--- config.mk ---
export PLATFORM = sky130hd
export DESIGN_NAME = fuel_interlock
export DESIGN_NICKNAME = d
export VERILOG_FILES = /design/src/rtl/fuel_pkg.sv /design/src/rtl/down_counter.sv /design/src/rtl/fuel_interlock.sv
export SDC_FILE = /design/constraint.sdc
export NUM_CORES = 1
export LEC_CHECK = 0
export ABC_CLOCK_PERIOD_IN_PS = 2100
export BUFFER_PORTS_ARGS = -buffer_cell sky130_fd_sc_hd__buf_2
export CAP_MARGIN = 20
export CORE_MARGIN = 5
export CORE_UTILIZATION = 52
export CTS_BUF_LIST = sky130_fd_sc_hd__clkbuf_4 sky130_fd_sc_hd__clkbuf_8 sky130_fd_sc_hd__clkbuf_16
export CTS_CLUSTER_SIZE = 12
export DETAILED_ROUTE_END_ITERATION = 12
export PLACE_DENSITY = 0.76
export SLEW_MARGIN = 20
export SYNTH_ARGS = -nofsm -noshare
export SYNTH_HDL_FRONTEND = slang
export SYNTH_SLANG_ARGS = --single-unit
--- constraint.sdc ---
create_clock -name clock -period 2.1 [get_ports clock]
set_input_delay 0.21 -clock clock [delete_from_list [all_inputs] [get_ports clock]]
set_output_delay 0.21 -clock clock [all_outputs]
set_load 0.01 [all_outputs]
--- src/rtl/fuel_pkg.sv ---
// fuel_pkg: shared state type, default parameters and counter width helper for fuel_interlock.
package fuel_pkg;
  typedef enum logic [2:0] {IDLE, ARMED, HOLD, RUN, RETRY, LOCKOUT} fuel_state_t;
  localparam int DEF_N_SW = 4;
  localparam logic [3:0] DEF_CODE = 4'b1010;
  localparam int DEF_HOLD_CYCLES = 4;
  localparam int DEF_WINDOW_CYCLES = 16;
  localparam int DEF_MAX_TRIES = 3;
  localparam int DEF_LOCKOUT_CYCLES = 32;
  function automatic int cnt_w(input int max_val);
    return (max_val < 1) ? 1 : $clog2(max_val + 1);
  endfunction
endpackage

--- src/rtl/down_counter.sv ---
// down_counter: loadable down counter that holds at zero instead of wrapping.
module down_counter #(
  parameter int W = 4
) (
  input  logic         clock,
  input  logic         reset,
  input  logic         i_load,
  input  logic [W-1:0] i_load_val,
  input  logic         i_en,
  output logic         o_zero
);
  logic [W-1:0] r_count;
  assign o_zero = r_count == '0;
  always_ff @(posedge clock or negedge reset) begin
    if (!reset) r_count <= '0;
    else if (i_load) r_count <= i_load_val;
    else if (i_en && !o_zero) r_count <= r_count - 1'b1;
  end
endmodule

--- src/rtl/fuel_interlock.sv ---
// fuel_interlock: hidden-code + brake hold anti-theft gate for the fuel pump with retry lockout.
// Optional alarm output enabled by defining FUEL_INTERLOCK_ALARM_EN.
module fuel_interlock
  import fuel_pkg::*;
#(
  parameter int              N_SW           = DEF_N_SW,
  parameter logic [N_SW-1:0] CODE           = N_SW'(DEF_CODE),
  parameter int              HOLD_CYCLES    = DEF_HOLD_CYCLES,
  parameter int              WINDOW_CYCLES  = DEF_WINDOW_CYCLES,
  parameter int              MAX_TRIES      = DEF_MAX_TRIES,
  parameter int              LOCKOUT_CYCLES = DEF_LOCKOUT_CYCLES
) (
  input  logic                               clock,
  input  logic                               reset,
  input  logic                               ignition,
  input  logic                               brake,
  input  logic [N_SW-1:0]                    hidden_sw,
  output logic                               fuel_pump,
  output logic                               locked,
  output logic [$clog2(MAX_TRIES+1)-1:0]     tries_used
`ifdef FUEL_INTERLOCK_ALARM_EN
  ,
  output logic                               alarm
`endif
);
  localparam int WIN_W = cnt_w(WINDOW_CYCLES);
  localparam int LCK_W = cnt_w(LOCKOUT_CYCLES);
  localparam int HLD_W = cnt_w(HOLD_CYCLES);
  localparam int TRY_W = $clog2(MAX_TRIES + 1);
  fuel_state_t r_state, w_next;
  logic [HLD_W-1:0] r_hold, w_hold_inc;
  logic [TRY_W-1:0] r_tries, w_tries_inc, w_tries_next;
  logic r_pump, r_locked;
  logic w_match, w_wrong, w_in_window, w_unlock, w_fail, w_lock_now;
  logic w_win_zero, w_lck_zero, w_win_last, w_lck_last;
  assign w_match     = brake && hidden_sw == CODE;
  assign w_wrong     = brake && hidden_sw != CODE && hidden_sw != '0;
  assign w_in_window = r_state == ARMED || r_state == HOLD;
  assign w_hold_inc  = (r_state == HOLD ? r_hold : '0) + 1'b1;
  assign w_win_last  = w_in_window && w_win_zero;
  assign w_lck_last  = r_state == LOCKOUT && w_lck_zero;
  assign w_unlock    = w_in_window && ignition && w_match && w_hold_inc == HLD_W'(HOLD_CYCLES);
  assign w_fail      = w_in_window && ignition && !w_unlock && (w_wrong || w_win_last);
  assign w_tries_inc = r_tries == TRY_W'(MAX_TRIES) ? r_tries : r_tries + 1'b1;
  assign w_lock_now  = w_fail && w_tries_inc == TRY_W'(MAX_TRIES);
  assign w_tries_next = (w_unlock || w_lck_last) ? '0 : w_fail ? w_tries_inc : r_tries;
  // Counters load one less than the span so that zero marks the final edge of the span.
  down_counter #(.W(WIN_W)) u_window (
    .clock      (clock),
    .reset      (reset),
    .i_load     (r_state == IDLE && ignition),
    .i_load_val (WIN_W'(WINDOW_CYCLES - 1)),
    .i_en       (w_in_window),
    .o_zero     (w_win_zero)
  );
  down_counter #(.W(LCK_W)) u_lockout (
    .clock      (clock),
    .reset      (reset),
    .i_load     (w_lock_now),
    .i_load_val (LCK_W'(LOCKOUT_CYCLES - 1)),
    .i_en       (r_state == LOCKOUT),
    .o_zero     (w_lck_zero)
  );
  always_comb begin
    w_next = r_state;
    case (r_state)
      IDLE:        w_next = ignition ? ARMED : IDLE;
      ARMED, HOLD: w_next = !ignition ? IDLE : w_unlock ? RUN :
                            w_fail ? (w_lock_now ? LOCKOUT : RETRY) : w_match ? HOLD : ARMED;
      RUN, RETRY:  w_next = ignition ? r_state : IDLE;
      LOCKOUT:     w_next = w_lck_last ? RETRY : LOCKOUT;
      default:     w_next = IDLE;
    endcase
  end
  always_ff @(posedge clock or negedge reset) begin
    if (!reset) begin
      r_state  <= IDLE;
      r_hold   <= '0;
      r_tries  <= '0;
      r_pump   <= 1'b0;
      r_locked <= 1'b0;
    end else begin
      r_state  <= w_next;
      r_hold   <= w_next == HOLD ? w_hold_inc : '0;
      r_tries  <= w_tries_next;
      r_pump   <= w_next == RUN;
      r_locked <= w_next == LOCKOUT;
    end
  end
  assign fuel_pump  = r_pump;
  assign locked     = r_locked;
  assign tries_used = r_tries;
`ifdef FUEL_INTERLOCK_ALARM_EN
  logic r_alarm;
  always_ff @(posedge clock or negedge reset) begin
    if (!reset) r_alarm <= 1'b0;
    else r_alarm <= w_fail || w_next == LOCKOUT;
  end
  assign alarm = r_alarm;
`endif
endmodule
==> results.md <==
* DRT Wirelength at 2900 um
* Most frequent cell after synthesis: dfrtp_1
* Routed vias at 1071
* Met2 WL at 1410 um
* Clock Path Buffers at 2
* Switching pwr at 0.631 mW
* Final Instance Area at 1640 um2
* Synth-to-layout area growth at 30.3%
* Cell taking the most area after synthesis: dfrtp_1
* Sw frac at 41.3%
* Die area at 3510 um2
* Port bufs at 11
* Failing checks: negative setup slack
* Synth Flop Type: dfrtp_1
* Initial antenna violation count at 0
* CTS tree: yes
* Post-synth EDFFs at 0
* Avg Vias per Cell at 5.76
* Hold Crit Class: in2reg
* Crit path required time at 2.31 ns
* Number of antenna diodes at 0
* Final weighted congestion of routability-driven global placement at 0.815
* TNS Setup at -0.0322 ns
* Fin nets at 173
* Crit path DAT at 2.34 ns
* Met3 WL at 162 um
* First-pass GRT wire length at 4950 um
* Core Region at 2250 um2
* TritonCTS Buffers at 3
* H-tree Lvls at 1
* DP HPWL at 2000 um
* Post-DR wirelength/cell at 15.6 um
* Sequential share of power at 41.8%
* Final period utilization at 102%
* CP Class: reg2reg
* Synth cell count leaders: dfrtp_1 (21), nor2_1 (14), nand2_1 (12)
* Worst Setup Start Kind: flop
* Vias in the first global route at 1100
* Clock power frac at 13.0%
* Rows at 17
* Async set-or-reset flop fraction in the synthesized netlist at 100%
* First-pass DRT Iterations at 4
* YS warnings at 0
* Slew margin rel. at 50.4%
* Syn Inst Count at 129
* Syn nets at 143
* Largest net degree at the start of global routing at 22
* Power share of the combinational group at 45.2%
* Max-Cap Viols at 0
* Largest fanout on the critical path at 3
* CP endpoint kind: flop
* Outcome: complete, but fails checks
* Initial core utilization at 55.9%
* Top-area cell type share of the netlist area at 41.7%
* Clk slew on worst S/H paths at 0.12 ns
* Final hold violations at 0
* Uppermost layer routed: met4
* Drt drc at 0
* Top post-synthesis cells by area: dfrtp_1 (42%), ha_1 (6.0%), nor2_1 (4.2%)
* Clk_lat worst skew at 0.31 ns
* Synth unique cells at 40
* Pleak at 0.692 nW
* Final setup margin at -0.0322 ns
* F_max at 469 MHz
* Ports at 12
* DRT iter0 DRCs at 65
* Final Critical Period at 2.13 ns
* Die width at 59.2 um
* Placed instance area at 1450 um2
* Worst vdd ir at 0.794 mV
* M1 WL at 1280 um
* Clock sinks at 21
* Layout cells sized above 1 at 38.6%
* Final Total Pwr at 1.53 mW
* RSZ-0062 raised after global routing: true
* Final setup viols at 1
* Routed Antenna Nets at 0
* Power per Cell Area at 930 nW/um2
* Min Hold Slack at 0.345 ns
* GRT Resource Usage Total at 18.6%
* Slew @ Worst Pin at 0.738 ns
* Internal at 0.897 mW
* Avg Cell Area, Syn at 9.77 um2
* Fin. max-slew vios at 0
* Grt total ovfl at 0
* Clock Skew at 0.00799 ns
* Post-synthesis register bit count at 21
* Mapped Area at 1260 um2
* Clk root buf: clkbuf_4
* DIE HEIGHT at 59.2 um
* Register area share after synthesis at 41.7%
critical path: stages, from the launching register on:
cell     delay (ns)
dfrtp_1        0.43
inv_2          0.09
ha_4           0.12
or4b_4         0.47
a31oi_1        0.19
o32a_1         0.27
nor4_4         0.07
and3b_4        0.34
a22oi_2        0.05
cell type report:
class                   instances  area [um2]
well taps                      28        35.0
clock buffers                   3        22.5
flip-flops and latches         21         527
clock inverters                 1        5.00
multi-input cells              98         833
fillers                       159         613
repair buffers                 28         193
inverters                       7        26.3
sequential cells by signal, indices dropped and copies added (netlist names):
name,count
fuel_pump,1
locked,1
r_hold,3
r_state,3
tries_used,2
u_lockout.r_count,6
u_window.r_count,5
metrics by stage:
stage / setup WS, ns / instances / utilization, %
after floorplan: -0.0592 / 129 / -
after global placement: -0.00361 / 175 / 64.1
after detailed placement: -0.0743 / 175 / 64.1
after CTS: 0.00546 / 184 / 70.0
after global routing: -0.0990 / 186 / 72.8
final: -0.0322 / 186 / 72.8
cell families after synthesis:
family / after synthesis / share of synthesized area [%]
buffers and inverters: 10 / 3.67
adder cells (fa/ha/maj): 7 / 6.75
multiplexers: 1 / 0.794
AND/OR/NAND/NOR: 60 / 29.4
XOR/XNOR: 9 / 6.26
AO/OA/AOI/OAI: 21 / 11.4
flip-flops: 21 / 41.7
power by group through the flow:
stage / clock (mW) / combinational [mW] / sequential (mW)
after floorplan: 0 / 0.406 / 0.613
after global placement: 0 / 0.529 / 0.621
after detailed placement: 0 / 0.554 / 0.631
after CTS: 0.206 / 0.620 / 0.628
after global routing: 0.234 / 0.754 / 0.652
final: 0.198 / 0.691 / 0.638
final timing paths:
check                                            startpoint                                to  slack (ns)  cells past startpoint
hold reg to reg            u_lockout.r_count[3]$_DFFE_PN0P_  u_lockout.r_count[3]$_DFFE_PN0P_        0.56                      2
min in group asynchronous                             reset  u_lockout.r_count[0]$_DFFE_PN0P_        0.38                      2
hold / removal                                     ignition              r_state[2]$_DFF_PN0_        0.35                      4
setup / recovery            u_window.r_count[0]$_DFFE_PN0P_  u_lockout.r_count[4]$_DFFE_PN0P_       -0.03                      8
max in group asynchronous                             reset              r_state[2]$_DFF_PN0_        1.37                      2
setup reg to reg            u_window.r_count[0]$_DFFE_PN0P_  u_lockout.r_count[4]$_DFFE_PN0P_       -0.03                      8
layout by cell type, fill, tap and decap left out, drive strengths merged, types with 3 or more instances in the layout:
cell	Yosys	final
inv	7	7
nor4	6	6
nand2	12	12
nor2	14	14
or3	4	4
buf	2	27
o21ai	4	4
clkbuf	1	3
nand2b	4	4
and2	5	5
nor3	3	3
xor2	3	3
a21oi	5	5
dfrtp	21	21
ha	6	6
xnor2	6	6
per-layer routing:
layer  track usage, %  up-vias
li1                 -      516
met2             31.7       31
met3             3.70        4
met1             23.1      520
met4             6.47        0
met5                0        -
repair_timing:
item	4_1_cts	5_1_grt
gates resized for setup	15	12
hold endpoints to repair	21	0
pin swaps	12	5
setup buffers	4	3
hold buffers	1	0
endpoints found under the setup margin	5	11
Power figures use the tool's default switching activity.
